[src/rtl/axis_interruptor.sv]
// axis_interruptor: AXI-Stream pass-through stage with a 2-entry skid buffer
// that injects pseudo-random output stalls (at most MAX_INTERRUPTIONS per
// packet) so the downstream block sees tvalid gaps. Fully deterministic from
// RAND_SEED.
module axis_interruptor #(
  parameter int          DATA_WIDTH        = 32,
  parameter int          MAX_INTERRUPTIONS = 2,
  parameter int          STALL_THRESHOLD   = 64,
  parameter int          STALL_LEN_LOG2    = 2,
  parameter logic [31:0] RAND_SEED         = 32'd2727272
) (
  input  logic                  clk,
  input  logic                  rst,
  input  logic                  enable,
  input  logic [DATA_WIDTH-1:0] s_axis_tdata,
  input  logic                  s_axis_tvalid,
  input  logic                  s_axis_tlast,
  output logic                  s_axis_tready,
  output logic [DATA_WIDTH-1:0] m_axis_tdata,
  output logic                  m_axis_tvalid,
  output logic                  m_axis_tlast,
  input  logic                  m_axis_tready,
  output logic                  stalled,
  output logic [15:0]           intr_count
);

  typedef enum logic {PASS, STALL} state_t;

  // intr_left must hold 0..MAX_INTERRUPTIONS; keep at least one bit.
  localparam int             IW       = (MAX_INTERRUPTIONS < 2) ? 1 : $clog2(MAX_INTERRUPTIONS + 1);
  localparam logic [IW-1:0]  INTR_MAX = IW'(MAX_INTERRUPTIONS);
  localparam logic [31:0]    TAPS     = 32'h80200003;
  localparam logic [8:0]     THRESH   = 9'(STALL_THRESHOLD);
  // Mask form of lfsr[8 +: STALL_LEN_LOG2] that stays legal when the width is 0.
  localparam logic [4:0]     LEN_MASK = 5'((1 << STALL_LEN_LOG2) - 1);

  logic [DATA_WIDTH:0] mem [2];
  logic                wr_ptr;
  logic                rd_ptr;
  logic [1:0]          count;

  state_t              state, state_next;
  logic [4:0]          stall_cnt, stall_cnt_next;
  logic [IW-1:0]       intr_left, intr_left_next;
  logic [31:0]         lfsr;
  logic [4:0]          stall_len;
  logic                push;
  logic                pop;
  logic                start_stall;

  assign s_axis_tready = (count != 2'd2);
  assign m_axis_tvalid = (count != 2'd0) && (state == PASS);
  assign {m_axis_tlast, m_axis_tdata} = mem[rd_ptr];
  assign stalled       = (state == STALL);

  assign push = s_axis_tvalid && s_axis_tready;
  assign pop  = m_axis_tvalid && m_axis_tready;

  // Decision uses the pre-shift LFSR value of the pop cycle; never on a tlast beat.
  assign start_stall = pop && !m_axis_tlast && enable && (intr_left != '0)
                       && ({1'b0, lfsr[7:0]} < THRESH);
  assign stall_len   = (lfsr[12:8] & LEN_MASK) + 5'd1;

  // Skid buffer storage, pointers and occupancy.
  // NOTE: sequential state uses non-blocking assignments so every register samples pre-edge values.
  always_ff @(posedge clk) begin
    if (rst) begin
      // NOTE: the two entries are reset so the head reads as zero data/last after reset.
      mem[0] <= '0;
      mem[1] <= '0;
      wr_ptr <= 1'b0;
      rd_ptr <= 1'b0;
      count  <= 2'd0;
    end else begin
      if (push) begin
        mem[wr_ptr] <= {s_axis_tlast, s_axis_tdata};
        wr_ptr      <= ~wr_ptr;
      end
      if (pop) rd_ptr <= ~rd_ptr;
      count <= count + 2'(push) - 2'(pop);
    end
  end

  // Free-running Galois LFSR, shifts every non-reset cycle regardless of traffic.
  always_ff @(posedge clk) begin
    if (rst) lfsr <= RAND_SEED;
    else     lfsr <= lfsr[0] ? ((lfsr >> 1) ^ TAPS) : (lfsr >> 1);
  end

  // Next-state logic for the PASS/STALL machine and the per-packet stall budget.
  always_comb begin
    // NOTE: every output of this block gets a default first, so no latch is inferred.
    state_next     = state;
    stall_cnt_next = stall_cnt;
    intr_left_next = intr_left;
    case (state)
      PASS: begin
        if (start_stall) begin
          state_next     = STALL;
          stall_cnt_next = stall_len;
        end
      end
      STALL: begin
        // Countdown ignores m_axis_tready; the stall lasts exactly stall_len cycles.
        stall_cnt_next = stall_cnt - 5'd1;
        if (stall_cnt == 5'd1) state_next = PASS;
      end
      default: state_next = PASS;
    endcase
    if (pop && m_axis_tlast) intr_left_next = INTR_MAX;
    else if (start_stall)    intr_left_next = intr_left - IW'(1);
  end

  // State register, stall countdown, stall budget and saturating stall counter.
  always_ff @(posedge clk) begin
    if (rst) begin
      state      <= PASS;
      stall_cnt  <= 5'd0;
      intr_left  <= INTR_MAX;
      intr_count <= 16'd0;
    end else begin
      state     <= state_next;
      stall_cnt <= stall_cnt_next;
      intr_left <= intr_left_next;
      if (start_stall && (intr_count != 16'hFFFF)) intr_count <= intr_count + 16'd1;
    end
  end

endmodule

[config.mk]
export PLATFORM = sky130hd
export DESIGN_NAME = axis_interruptor
export DESIGN_NICKNAME = d
export VERILOG_FILES = /design/src/rtl/axis_interruptor.sv
export SDC_FILE = /design/constraint.sdc
export NUM_CORES = 1
export LEC_CHECK = 0
export ABC_AREA = 1
export ABC_CLOCK_PERIOD_IN_PS = 3300
export CAP_MARGIN = 10
export CORE_ASPECT_RATIO = 0.9
export CORE_UTILIZATION = 50
export CTS_BUF_LIST = sky130_fd_sc_hd__clkbuf_2 sky130_fd_sc_hd__clkbuf_4 sky130_fd_sc_hd__clkbuf_8
export CTS_CLUSTER_DIAMETER = 50
export DETAILED_ROUTE_END_ITERATION = 10
export GPL_ROUTABILITY_DRIVEN = 0
export PLACE_DENSITY = 0.76
export SETUP_SLACK_MARGIN = 0.5
export SLEW_MARGIN = 20
export SYNTH_ARGS = -nofsm -noshare
export SYNTH_HDL_FRONTEND = slang
export SYNTH_SLANG_ARGS = --single-unit
export TNS_END_PERCENT = 30
[constraint.sdc]
create_clock -name clk -period 3.3 [get_ports clk]
set_clock_uncertainty 0.15 [all_clocks]
set_input_delay 0.66 -clock clk [delete_from_list [all_inputs] [get_ports clk]]
set_output_delay 0.66 -clock clk [all_outputs]
set_load 0.01 [all_outputs]
=== Word-level counts from Yosys, hierarchy flattened ===
Memories as Yosys holds them, arrays and structs flattened. A register that Yosys moved wholly into a read port is not among the register bits.
Index checks and enable logic that the tools add are counted.

* Register bits after elaboration: 60
* Latch bits: 0
* Bits in writable memories: 66
* ROM bits: 0
* Input bits: 38
* Output and inout bits: 52
* Logic and storage cells: 57
* Memories: 1

* $add $sub $neg: 6
* Multiply operators: 0
* Div/mod/pow operators: 0
* Magnitude comparators: 1
* Equal/unequal tests: 4
* Shift operators: 0
* Multiplexer cells: 16
* Bitwise gates (word level): 5
* Reduce and logical (&&, ||, !) cells: 15

{| class="wikitable"
|+ Memories
! name !! words !! width !! read ports !! clocked after Yosys merged registers in !! wr ports !! RTL line !! text
|-
| mem || 2 || 33 || 1 || 1 || 2 || 37 || <nowiki>logic [DATA_WIDTH:0] mem [2];</nowiki>
|}

{| class="wikitable"
|+ Operators by type and width
! kind !! number
|-
| 33-bit two-way mux || 1
|-
| 33-bit OR reduction || 1
|-
| 22-bit two-way mux || 1
|-
| 16-bit by 1-bit adder with 16-bit output (second input constant) || 1
|-
| 16-bit != test (second input constant) || 1
|-
| 1-bit two-way mux || 11
|-
| 5-bit case mux with 2 select lines || 1
|-
| 1-bit logical AND || 9
|-
| 8-bit by 7-bit < comparator with 1-bit output (second input constant) || 1
|-
| 5-bit by 1-bit equality test with 1-bit output (second input constant) || 1
|-
| 5-bit two-way mux || 1
|-
| 5-bit by 1-bit subtractor with 5-bit output (second input constant) || 1
|-
| 2-bit != test (second input constant) || 2
|-
| 1-bit NOT || 4
|-
| 3-bit NOT with 4-bit output || 1
|-
| 2-bit nonzero test || 2
|-
| 2-bit OR reduction || 2
|-
| 2-bit by 1-bit adder with 3-bit output (second input constant) || 1
|-
| 2-bit by 1-bit adder with 2-bit output || 1
|-
| 1-bit case mux with 2 select lines || 1
|-
| 2-bit by 1-bit subtractor with 2-bit output || 1
|-
| 2-bit by 1-bit subtractor with 2-bit output (second input constant) || 1
|-
| 1-bit logical NOT || 1
|}

=== Longest topological paths before layout ===
Gate-level depths: netlist of run 1.

* Depth in word-level cells: 9
* Mapped depth: 11
* Mapped depth without buffers: 11

=== Worst setup path before layout of run 1 ===
Ideal clock, no wire load.

* Kind: input port to flip-flop
* Start: input rst
* End: memory mem[0][0] in the netlist's numbering, enable pin
* Library setup time: 0.391 ns
* Arrival: 2.078 ns
* Required time: 2.759 ns
* Path slack: 0.682 ns
* Stages: 6
* Path buffers: 3
* Cells stage by stage: buf_2 inv_1 buf_2 nand2_1 buf_2 nand2_1

{| class="wikitable"
|+ RTL lines
! item !! RTL line !! text
|-
| start, declared || 13 || <nowiki>input logic rst,</nowiki>
|-
| end, declared || 37 ||
|}

==> run_results.csv, run 1 <==
group,metric,value,unit
drt,highest_layer,"met4",
drt,m1WireLength,4960,um
cts,cts_inserted_buffers,17,
power,powerDensity,618,mW/mm2
place,dpl_worst_slack,778,ps
yosys,yosysSeqAreaShare,58.8,%
floorplanning,core,0.0104,mm2
global_route,grt_pass1_wl,17500,um
hold_path,hp-class,"reg -> reg",
drt,via_per_inst,4.88,
floorplanning,pin_count,90,
setup_path,critPathMaxFanout,20,
setup_path,crit_path_start_kind,"flip-flop",
yosys,synth_compound_area_share,4.39,%
floorplanning,fp.dieH,101,um
drt,wl_per_cell,13.8,um
timing,setup_viol,0,
setup_path,max_stage_delay,480,ps
status,outcome,"finished, violations left",
timing,rsz0062_at_grt,"no",
timing,maxSlewViolCount,0,
cts,cts_tree,"done",
cts,insertion_delay,430,ps
drt,wl_met3,575,um
setup_path,cp_num_cells,3,
layout,area_growth,26.3,%
drt,drt_wl_total,10800,um
layout,final_util,66.0,%
yosys,yosys_warnings,0,
yosys,synth.largest_area_cell,"edfxtp_1",
power,p_leak,2.83,nW
hold_path,holdPathStages,2,
yosys,synth_edf_count,66,
place,placed_area,0.00644,mm2
yosys,syn_area,0.00545,mm2
yosys,yosys.area.top_type_share,36.4,%
yosys,synth_cell_types,32,
place,io_buffers,89,
cts,cts_buffer_depth,2,
cts,cts.sinks,127,
yosys,synth_mux_area_share,6.61,%
power,p_total,4.25,mW
yosys,syn_inst,546,
cts,root_buffer,"clkbuf_8",
setup_path,cpMaxStageDelayCell,"clkdlybuf4s50_1",
layout,layout.nets,689,
drt,drt_iter0_drc,225,
floorplanning,die-area,0.0113,mm2
cts,htreeDepth,4,
setup_path,worst_ep_arrival_time,1850,ps
yosys,synth-simple-area-share,19.4,%
drt,route.detailed.drc,10,
setup_path,crit_chain,"buf_12 -> mux2_2 -> clkdlybuf4s50_1",
layout,final.fill_count,828,
setup_path,rr_worst_depth,9,
drt,dr_wl_met2,5130,um
place,dp_hpwl,7080,um
setup_path,critPathBufInv,2,
yosys,synth-seq-cells,127,
yosys,syn_area_per_cell,9.98,um2
global_route,grt_overflow,0,
timing,period_share,80.7,%
yosys,ys_async_sr_fraction,0,%
global_route,grt_usage,20.3,%
timing,clock.fmax,376,MHz
layout,drive_gt1_share,18.1,%
cts,clk_pin_slew,80,ps
yosys,synth-xor-area-share,1.77,%
global_route,antenna_found_initial,0,
layout,final_area,0.00688,mm2
timing,slew_headroom,61.7,%
drt,drtAntennaViolNets,0,
yosys,synth_area_leaders,"edfxtp_1 (36%), dfxtp_1 (22%), nor2_1 (8.2%)",
timing,setup_ws,637,ps
yosys,syn_nets,591,
power,peakVddDrop,0.447,mV
yosys,synth-adder-area-share,1.61,%
setup_path,endpoint_kind,"output pin",
floorplanning,initial_utilization,52.3,%
drt,vias,3833,
floorplanning,num_rows,35,
yosys,synth_top_family_by_area,"simple AND/OR/NAND/NOR gates",
floorplanning,dieWidth,112,um
timing,tightest_slew,575,ps
timing,tns,0,ps
layout,multiInputGateArea,0.00184,mm2
flow_run,drv_cap,0,
yosys,synth_flop_cell,"edfxtp_1",
timing,hold_viol,0,
setup_path,path_class,"reg -> out",
layout,diodes,0,
layout,seqCellArea,0.00321,mm2
setup_path,cp_top_family,"buffers and inverters",
timing,period_needed,2660,ps
global_route,grt_pass1_vias,3680,
drt,first_pass_iters,7,
status,failed_checks,"design-rule violations",
setup_path,required,2490,ps
cts,holdBufCountCts,0,
global_route,grt_max_degree,54,
[worst min-delay path, stage by stage (launching register included)]
cell and delay, ps:
dfxtp_1 300, inv_1 40, nor2_1 30
[placed cells by master, fill, tap and decap left out, drive strengths merged, types with 6 or more instances in the layout]
master / synthesis / layout
dfxtp: 61 / 61
mux2: 32 / 32
xor2: 6 / 6
a21oi: 26 / 26
clkdlybuf4s50: 0 / 88
ha: 7 / 7
inv: 75 / 81
nor2: 128 / 128
buf: 11 / 10
o21ai: 12 / 12
clkbuf: 8 / 18
nand3: 9 / 9
edfxtp: 66 / 66
nand2: 82 / 82
or2: 8 / 8
[Yosys cell counts (5+ instances only)]
master	number
a21oi_2	8
buf_2	8
inv_1	75
xnor2_1	5
nor2_4	5
nand2_2	11
xor2_1	6
a21oi_1	18
nor2_1	119
ha_1	7
dfxtp_1	61
edfxtp_1	66
nand3_1	8
mux2_2	32
nand2_1	68
or2_2	8
clkbuf_1	8
o21ai_0	11
[stage by stage]
step / instances / hold slack [ps]
floorplan: 546 / 238
global placement: 751 / 240
detailed placement: 751 / 245
CTS: 786 / 257
global route: 786 / 271
finish: 786 / 255
[timing repair]
action	in CTS	in global routing
hold endpoints to repair	0	0
endpoints found under the setup margin	32	0
buffers inserted	3	0
resized for setup	1	0
[layer usage]
layer	up-vias	track usage (%)
li1	1928	-
met1	1794	26.5
met2	93	33.3
met3	18	4.33
met4	0	8.00
met5	-	0
[sequential cells by signal, indices dropped and copies added, names as in the netlist, named ones only]
name	flops
stalled	1
lfsr	32
stall_cnt	5
wr_ptr	1
intr_count	16
intr_left	2
rd_ptr	1
count	2
mem	66
[cell families after synthesis]
logic type	Yosys count
AND/OR/NAND/NOR	235
buffers and inverters	95
flip-flops	127
AO/OA/AOI/OAI	39
adder cells (fa/ha/maj)	7
multiplexers	32
XOR/XNOR	11
[worst paths after layout]
kind                                 from               end  slack [ps]
worst max register to register  flip-flop     intr_count[1]        1340
worst max-delay path            flip-flop  m_axis_tdata[23]         640
worst min register to register   lfsr[18]          lfsr[17]         260
worst min-delay path             lfsr[18]          lfsr[17]         260
[report_power, final]
part	internal, mW	total [mW]	switching, mW
Clock	0.694	1.35	0.659
Combinational	0.536	0.991	0.455
Sequential	1.83	1.91	0.0729
[cell type report]
class,count,area share [%]
Timing Repair Buffer,98,14.2
Inverter,76,4.22
Sequential cell,127,46.6
Clock buffer,18,3.51
Tap cell,129,2.35
Multi-Input combinational cell,324,26.8
Clock inverter,14,2.29
Note: power is estimated with default switching activity, not from simulation.
==> run 2: changes to the inputs <==
- ABC_CLOCK_PERIOD_IN_PS: 3300 -> 2200
- PLACE_DENSITY: 0.76 -> 0.79
- clock period: 3.3 -> 2.2 ns (I/O delays scaled with it)
==> run 2 against run 1 <==
The flow finishes with violations (design-rule violations, negative setup slack); via count increased by 6.5%; routed wire length rose by 19%; global-route usage increased by 3.4 points; first-iteration DRC count up 3.1%; sequential power increased by 50%; sequential cell count stayed put; utilization increased by 5.7 points; power rose by 69%.
==> run_results.csv, run 2 (synthesized netlist as in run 1, its figures left out) <==
group,metric,value,unit
setup_path,crit_end,"m_axis_tdata[20]",
place,placed_area,0.00651,mm2
layout,area_growth,37.2,%
timing,period_share,100,%
hold_path,hp-class,"in -> reg",
setup_path,critPathMaxFanout,7,
place,io_buffers,89,
setup_path,cpMostUsedCell,"buf_6",
timing,tns,-7.67,ps
timing,period_needed,2200,ps
cts,clk_pin_slew,80,ps
cts,cts_inserted_buffers,17,
setup_path,max_stage_delay,360,ps
timing,clock.fmax,454,MHz
layout,multiInputGateArea,0.00207,mm2
global_route,grt_overflow,0,
setup_path,crit_path_start_kind,"flip-flop",
floorplanning,pin_count,90,
drt,drt_iter0_drc,232,
setup_path,cp_num_cells,5,
cts,htreeDepth,4,
drt,drt_wl_total,12900,um
timing,tightest_slew,583,ps
drt,vias,4084,
global_route,grt_max_degree,53,
setup_path,required,1610,ps
status,outcome,"finished, violations left",
flow_run,drv_cap,0,
setup_path,cp_top_family,"buffers and inverters",
setup_path,path_class,"reg -> out",
drt,drtAntennaViolNets,0,
drt,wl_met3,829,um
layout,final.fill_count,692,
cts,holdBufCountCts,0,
place,dpl_worst_slack,8.79,ps
floorplanning,dieWidth,112,um
layout,final_area,0.00747,mm2
drt,m1WireLength,5210,um
layout,regMostFlops,"mem",
drt,wl_per_cell,16.0,um
timing,setup_viol,5,
drt,highest_layer,"met4",
timing,maxSlewViolCount,0,
setup_path,cpMaxStageDelayCell,"dfxtp_4",
timing,hold_ws,68.5,ps
power,p_total,7.20,mW
layout,final_util,71.7,%
cts,cts_tree,"done",
layout,layout.nets,705,
layout,final_cell_mix,"nor2_1 (116), inv_1 (72), edfxtp_1 (66)",
drt,via_per_inst,5.09,
global_route,grt_pass1_wl,20400,um
setup_path,r2r_end,"intr_count[7]",
layout,final_common_cell,"nor2_1",
cts,cts_buffer_depth,2,
timing,rsz0062_at_grt,"yes",
floorplanning,initial_utilization,52.3,%
place,placedCellCount,753,
drt,route.detailed.drc,10,
floorplanning,core,0.0104,mm2
setup_path,endpoint_kind,"output pin",
drt,first_pass_iters,8,
status,failed_checks,"design-rule violations, negative setup slack",
timing,hold_viol,0,
floorplanning,fp.dieH,101,um
layout,seqCellArea,0.00325,mm2
setup_path,worst-r2r-setup-slack,80,ps
setup_path,crit_chain,"buf_12 -> buf_6 -> buf_16 -> mux2_4 -> buf_6",
global_route,grt_usage,23.7,%
power,p_leak,3.20,nW
power,peakVddDrop,0.554,mV
layout,largest_reg_flops,66,
timing,setup_ws,-3.20,ps
timing,slew_headroom,61.1,%
layout,reg.largest.list,"mem (66), lfsr (32), intr_count (16)",
setup_path,worst_ep_arrival_time,1610,ps
layout,stdcell_count,802,
place,dp_hpwl,7120,um
layout,drive_gt1_share,31.9,%
power,powerDensity,963,mW/mm2
cts,root_buffer,"clkbuf_8",
setup_path,critPathBufInv,4,
cts,cts.sinks,127,
global_route,grt_pass1_vias,4173,
floorplanning,die-area,0.0113,mm2
drt,dr_wl_met2,6580,um
global_route,antenna_found_initial,0,
setup_path,rr_worst_depth,13,
hold_path,hold_start,"rst",
floorplanning,num_rows,35,
cts,insertion_delay,430,ps
layout,diodes,0,
==> run 2: cell types whose count changed in the layout (fill, tap and decap cells not counted), sizes merged <==
cell / previous run / this run
dlygate4sd2: 0 / 5
clkbuf: 18 / 21
clkinv: 4 / 6
clkdlybuf4s50: 88 / 36
clkdlybuf4s15: 0 / 9
inv: 81 / 82
clkinvlp: 3 / 1
buf: 10 / 59
bufbuf: 0 / 1
==> run 2: what timing repair did <==
item	4_1_cts	5_1_grt
setup buffers	8	3
pin swaps	16	16
setup endpoints to repair	85	144
endpoints found under the hold margin	0	0
resized for setup	264	32
cloned	5	1
==> run 2: cell type report <==
class / count / area share, %
multi-input combinational: 324 / 27.7
clock inverter: 15 / 2.36
sequential: 127 / 43.5
inverter: 76 / 3.92
clock buffer: 17 / 3.13
tap: 129 / 2.16
timing repair buffer: 114 / 17.2
==> run 2: worst min path at each step <==
stage               endpoint  slack, ps  depth (start not counted)
CTS                 count[0]         60                          2
floorplan           lfsr[13]        240                          2
finish              count[0]         70                          2
global placement    lfsr[30]        240                          2
detailed placement  lfsr[14]        250                          2
global route        count[0]         80                          2
==> run 2: report_power, final <==
group / leakage (nW) / switching (mW) / internal (mW)
Clock: 0.207 / 1.04 / 1.05
Combinational: 1.79 / 0.964 / 1.27
Sequential: 1.20 / 0.118 / 2.75
Total: 3.20 / 2.12 / 5.07
==> run 2: worst register-to-register path: cells and delay by family (launching register included) <==
kind | cells | cell delay (ps)
flops | 1 | 360
compound gates | 2 | 190
buf+inv | 6 | 870
simple gates | 5 | 480
==> run 2: routing by layer <==
layer	up-vias	track usage, %
met5	-	0
met4	0	10.3
met3	28	5.11
met2	169	42.6
met1	1928	27.6
li1	1959	-
==> run 3: changes to the inputs <==
- CORE_ASPECT_RATIO: 0.9 -> default
==> run 3 against run 2 <==
The run now ends clean; via count down 0.17%; die area hardly changed; global-route usage down 1.6 points; cell area up 3.0%; fmax grew 0.43%; worst setup slack improved by 9.4 ps; critical path depth unchanged; power up 0.88%; combinational power up 2%; routed wire length shrank 3.5%; non-clock buffer count increased by 6; largest power group unchanged; highest routed layer unchanged.
==> run_results.csv, run 3 (synthesized netlist as in run 1, its figures left out) <==
group,metric,value,unit
status,outcome,"completed",
floorplanning,core,0.0105,mm2
floorplanning,initial_utilization,52.1,%
floorplanning,pin_count,90,
layout,stdcell_count,815,
timing,tightest_slew,612,ps
setup_path,cpMaxStageDelayCell,"dfxtp_4",
timing,period_needed,2190,ps
setup_path,worst-r2r-setup-slack,180,ps
drt,drt_wl_total,12400,um
layout,regMostFlops,"mem",
power,powerDensity,944,mW/mm2
cts,cts_tree,"done",
setup_path,cpMostUsedCell,"buf_6",
global_route,grt_usage,22.1,%
drt,first_pass_iters,5,
layout,final.fill_count,690,
floorplanning,num_rows,37,
layout,diodes,0,
floorplanning,dieWidth,106,um
layout,reg.largest.list,"mem (66), lfsr (32), intr_count (16)",
layout,final_common_cell,"nor2_1",
place,placed_area,0.00652,mm2
cts,htreeDepth,4,
cts,insertion_delay,430,ps
drt,route.detailed.drc,0,
cts,cts.sinks,127,
drt,vias,4077,
flow_run,drv_cap,0,
global_route,grt_overflow,0,
cts,root_buffer,"clkbuf_8",
setup_path,path_class,"reg -> out",
setup_path,worst_ep_arrival_time,1600,ps
layout,layout.nets,711,
place,io_buffers,89,
layout,area_growth,41.2,%
setup_path,rr_worst_depth,12,
layout,final_cell_mix,"nor2_1 (115), inv_1 (72), edfxtp_1 (66)",
drt,drt_iter0_drc,160,
setup_path,crit_path_start_kind,"flip-flop",
cts,cts_inserted_buffers,17,
drt,via_per_inst,5.00,
layout,multiInputGateArea,0.00222,mm2
timing,setup_viol,0,
timing,rsz0062_at_grt,"yes",
global_route,grt_pass1_wl,19100,um
cts,clk_pin_slew,70,ps
setup_path,crit_end,"m_axis_tdata[11]",
timing,period_share,99.7,%
timing,hold_viol,0,
power,p_leak,3.43,nW
setup_path,required,1610,ps
drt,drtAntennaViolNets,0,
global_route,antenna_found_initial,0,
layout,drive_gt1_share,34.9,%
cts,holdBufCountCts,0,
timing,maxSlewViolCount,0,
power,peakVddDrop,0.464,mV
setup_path,r2r_end,"intr_count[2]",
cts,cts_buffer_depth,2,
layout,final_util,73.5,%
global_route,grt_max_degree,54,
floorplanning,fp.dieH,106,um
place,placedCellCount,761,
timing,slew_headroom,59.2,%
place,dp_hpwl,6890,um
drt,wl_per_cell,15.2,um
floorplanning,die-area,0.0113,mm2
layout,final_area,0.00769,mm2
setup_path,endpoint_kind,"output pin",
setup_path,crit_chain,"buf_12 -> buf_16 -> buf_6 -> mux2_4 -> buf_6",
global_route,grt_pass1_vias,4072,
timing,clock.fmax,456,MHz
setup_path,critPathMaxFanout,6,
layout,largest_reg_flops,66,
layout,seqCellArea,0.00326,mm2
setup_path,max_stage_delay,380,ps
hold_path,hp-class,"reg -> reg",
run 3: worst min-delay path by stage:
stage | end | depth (start not counted) | start
after global placement | lfsr[2] | 2 | lfsr[3]
after CTS | lfsr[26] | 2 | lfsr[27]
final | lfsr[26] | 2 | lfsr[27]
after global routing | lfsr[26] | 2 | lfsr[27]
after detailed placement | lfsr[2] | 2 | lfsr[3]
after floorplan | lfsr[13] | 2 | lfsr[14]
run 3: where the power goes:
| group | switching [mW] | internal [mW] | total, mW |
|---|---|---|---|
| registers | 0.116 | 2.75 | 2.87 |
| logic | 0.983 | 1.30 | 2.28 |
| clock network | 0.943 | 1.17 | 2.11 |
| total | 2.04 | 5.22 | 7.26 |
run 3: worst max-delay path, delay by kind of cell (launching register included):
| kind | cells | cell delay, ps |
|---|---|---|
| flip-flops | 1 | 380 |
| multiplexers | 1 | 300 |
| buffers and inverters | 4 | 490 |
run 3: what timing repair did:
item | in CTS | in global routing
gates cloned | 3 | 1
gates resized for setup | 297 | 55
setup buffers | 13 | 5
setup endpoints to repair | 69 | 188
pin swaps | 45 | 23
run 3: cell type report:
class,instances,area share (%)
clock inverters,13,2.10
well taps,136,2.21
inverters,76,3.84
clock buffers,19,3.32
repair buffers,120,17.4
multi-input cells,324,28.9
flip-flops and latches,127,42.3
run 3: through the flow:
| stage | power [mW] | setup slack, ps | setup TNS, ps | hold slack [ps] |
|---|---|---|---|---|
| detailed placement | 4.38 | -3.33 | -3.33 | 245 |
| global route | 7.55 | -48.0 | -92.4 | 264 |
| floorplan | 3.72 | 475 | 0 | 238 |
| finish | 7.26 | 6.20 | 0 | 252 |
| CTS | 7.14 | -0.872 | -0.872 | 258 |
| global placement | 4.34 | 31.1 | 0 | 241 |
run 3: per-layer routing:
layer,up-vias,track usage [%],routed length [um]
li1,1974,-,-
met4,0,7.84,116
met2,115,40.1,6680
met3,16,5.27,578
met1,1972,25.2,5030
met5,-,0,0
==> RTL change, RTL diff (settings of run 3) <==
Make the reset (`rst`) asynchronous in 3 clocked blocks.
--- a/src/rtl/axis_interruptor.sv
+++ b/src/rtl/axis_interruptor.sv
@@ -64,5 +64,5 @@
   // Skid buffer storage, pointers and occupancy.
   // NOTE: sequential state uses non-blocking assignments so every register samples pre-edge values.
-  always_ff @(posedge clk) begin
+  always_ff @(posedge clk or posedge rst) begin
     if (rst) begin
       // NOTE: the two entries are reset so the head reads as zero data/last after reset.
@@ -83,5 +83,5 @@
 
   // Free-running Galois LFSR, shifts every non-reset cycle regardless of traffic.
-  always_ff @(posedge clk) begin
+  always_ff @(posedge clk or posedge rst) begin
     if (rst) lfsr <= RAND_SEED;
     else     lfsr <= lfsr[0] ? ((lfsr >> 1) ^ TAPS) : (lfsr >> 1);
@@ -113,5 +113,5 @@
 
   // State register, stall countdown, stall budget and saturating stall counter.
-  always_ff @(posedge clk) begin
+  always_ff @(posedge clk or posedge rst) begin
     if (rst) begin
       state      <= PASS;
Formal check against the unedited RTL: differs if rst is asserted again (counterexample within 4 cycles, from zero or initial values and one cycle with rst high); with rst held inactive, the same outputs for 10 cycles.
==> RTL change against run 3 <==
Sequential cell count decreased by 1; worst hold slack lost 0.076 ns; cell area decreased by 2.7%; routed wire length up 3.1%; power is 40% higher; area after synthesis down 0.64%; via count up 10%; setup slack improved by 0.15 ns.
==> RTL change: results (changes against run 3) <==
p_sw_uw: 3900  # +91%
met3_length_um: 560  # -3.1%
post_cts_resize_count: 84  # -72%
clock_area_share_pct: 5.43  # +0.015 points
yosys-top-cells-count: "260 x nand2_1, 114 x dfrtp_1, 67 x o21ai_0"
wl_per_cell_um: 14.4  # -5.6%
signal_buffers: 123  # +2.5%
cp_slowest_cell: "clkdlybuf4s50_1"
synthAdderAreaFrac_pct: 1.62  # +0.010 points
clock_buffers: 18  # -1
nNetsFinal: 786  # +11%
met3_usage_pct: 4.97  # -0.31 points
drt_wl_total_um: 12800  # +3.1%
worst_r2r_path_depth: 10  # -2
status: "finished clean"
slowest_delay_ns: 0.58  # +0.20 ns
synth_compound_area_share_pct: 7.58  # +3.2 points
postCtsSetupBuffers: 5  # -8
multi_input_area_share_pct: 29.2  # +0.39 points
wl_met2_um: 6610  # -1.1%
setup_ws_ns: 0.155  # +0.149 ns
multiInputCombCellCount: 414  # +28%
place_ws_ns: 0.126  # +0.130 ns
placedCellCount: 833  # +9.5%
drive_gt1_share_pct: 26.9  # -8.0 points
seqCellArea_mm2: 0.00318  # -2.3%
ys_seq_area_share_pct: 58.5  # -0.27 points
grt_max_degree: 67  # +24%
cp.arrival_ns: 1.46  # -0.14 ns
met2_usage_pct: 37.3  # -2.8 points
critPathCapture: "intr_count[4]"
grtUsageMet1_pct: 30.5  # +5.3 points
synthTopCellsByArea: "dfrtp_1 53%, nand2_1 18%, o21ai_0 6.2%"
wl_met1_um: 5540  # +10%
syn_to_final_growth_pct: 38.3
relSlewSlack_pct: 59.9  # +0.77 points
track_usage_pct: 22.7  # +0.57 points
grt_pass1_vias: 4219  # +3.6%
p_leak_uw: 0.00394  # +15%
ys_types: 28  # -13%
detail_route.vias_per_cell: 5.05  # +0.98%
inverters_excl_clock: 59  # -22%
synth_ff_type: "dfrtp_1"
nFillCells: 738  # +7.0%
async_flop_share_pct: 100  # +100 points
synthXorXnorAreaFrac_pct: 2.27  # +0.50 points
reg2reg_slack_ns: 0.24  # +0.06 ns
dpl_cell_area_mm2: 0.00648  # -0.69%
initialDrtViolationCount: 249  # +56%
==> RTL change: changes by cell type in the layout (fill, tap and decap cells not counted), sizes merged, moves of 16 or more <==
cell,change
inv,-16
dfxtp,-61
dfrtp,+114
nor2,-97
o21ai,+65
a21oi,-24
nand2,+182
mux2,-32
edfxtp,-66
==> RTL change: worst min-delay path by stage <==
stage / end / start / slack, ns
2_1_floorplan: lfsr[13] / lfsr[14] / 0.18
3_3_place_gp: lfsr[24] / lfsr[25] / 0.19
3_5_place_dp: lfsr[24] / lfsr[25] / 0.19
4_1_cts: mem[56] / rst / 0.17
5_1_grt: mem[24] / rst / 0.19
6_report: mem[56] / rst / 0.18
==> RTL change: power by group through the flow <==
stage / logic [µW] / registers [µW] / clock network [µW]
after floorplan: 2000 / 3400 / 0
after global placement: 3340 / 3450 / 0
after detailed placement: 3450 / 3490 / 0
after CTS: 3560 / 3470 / 2060
after global routing: 4880 / 3710 / 2190
final: 4470 / 3630 / 2030
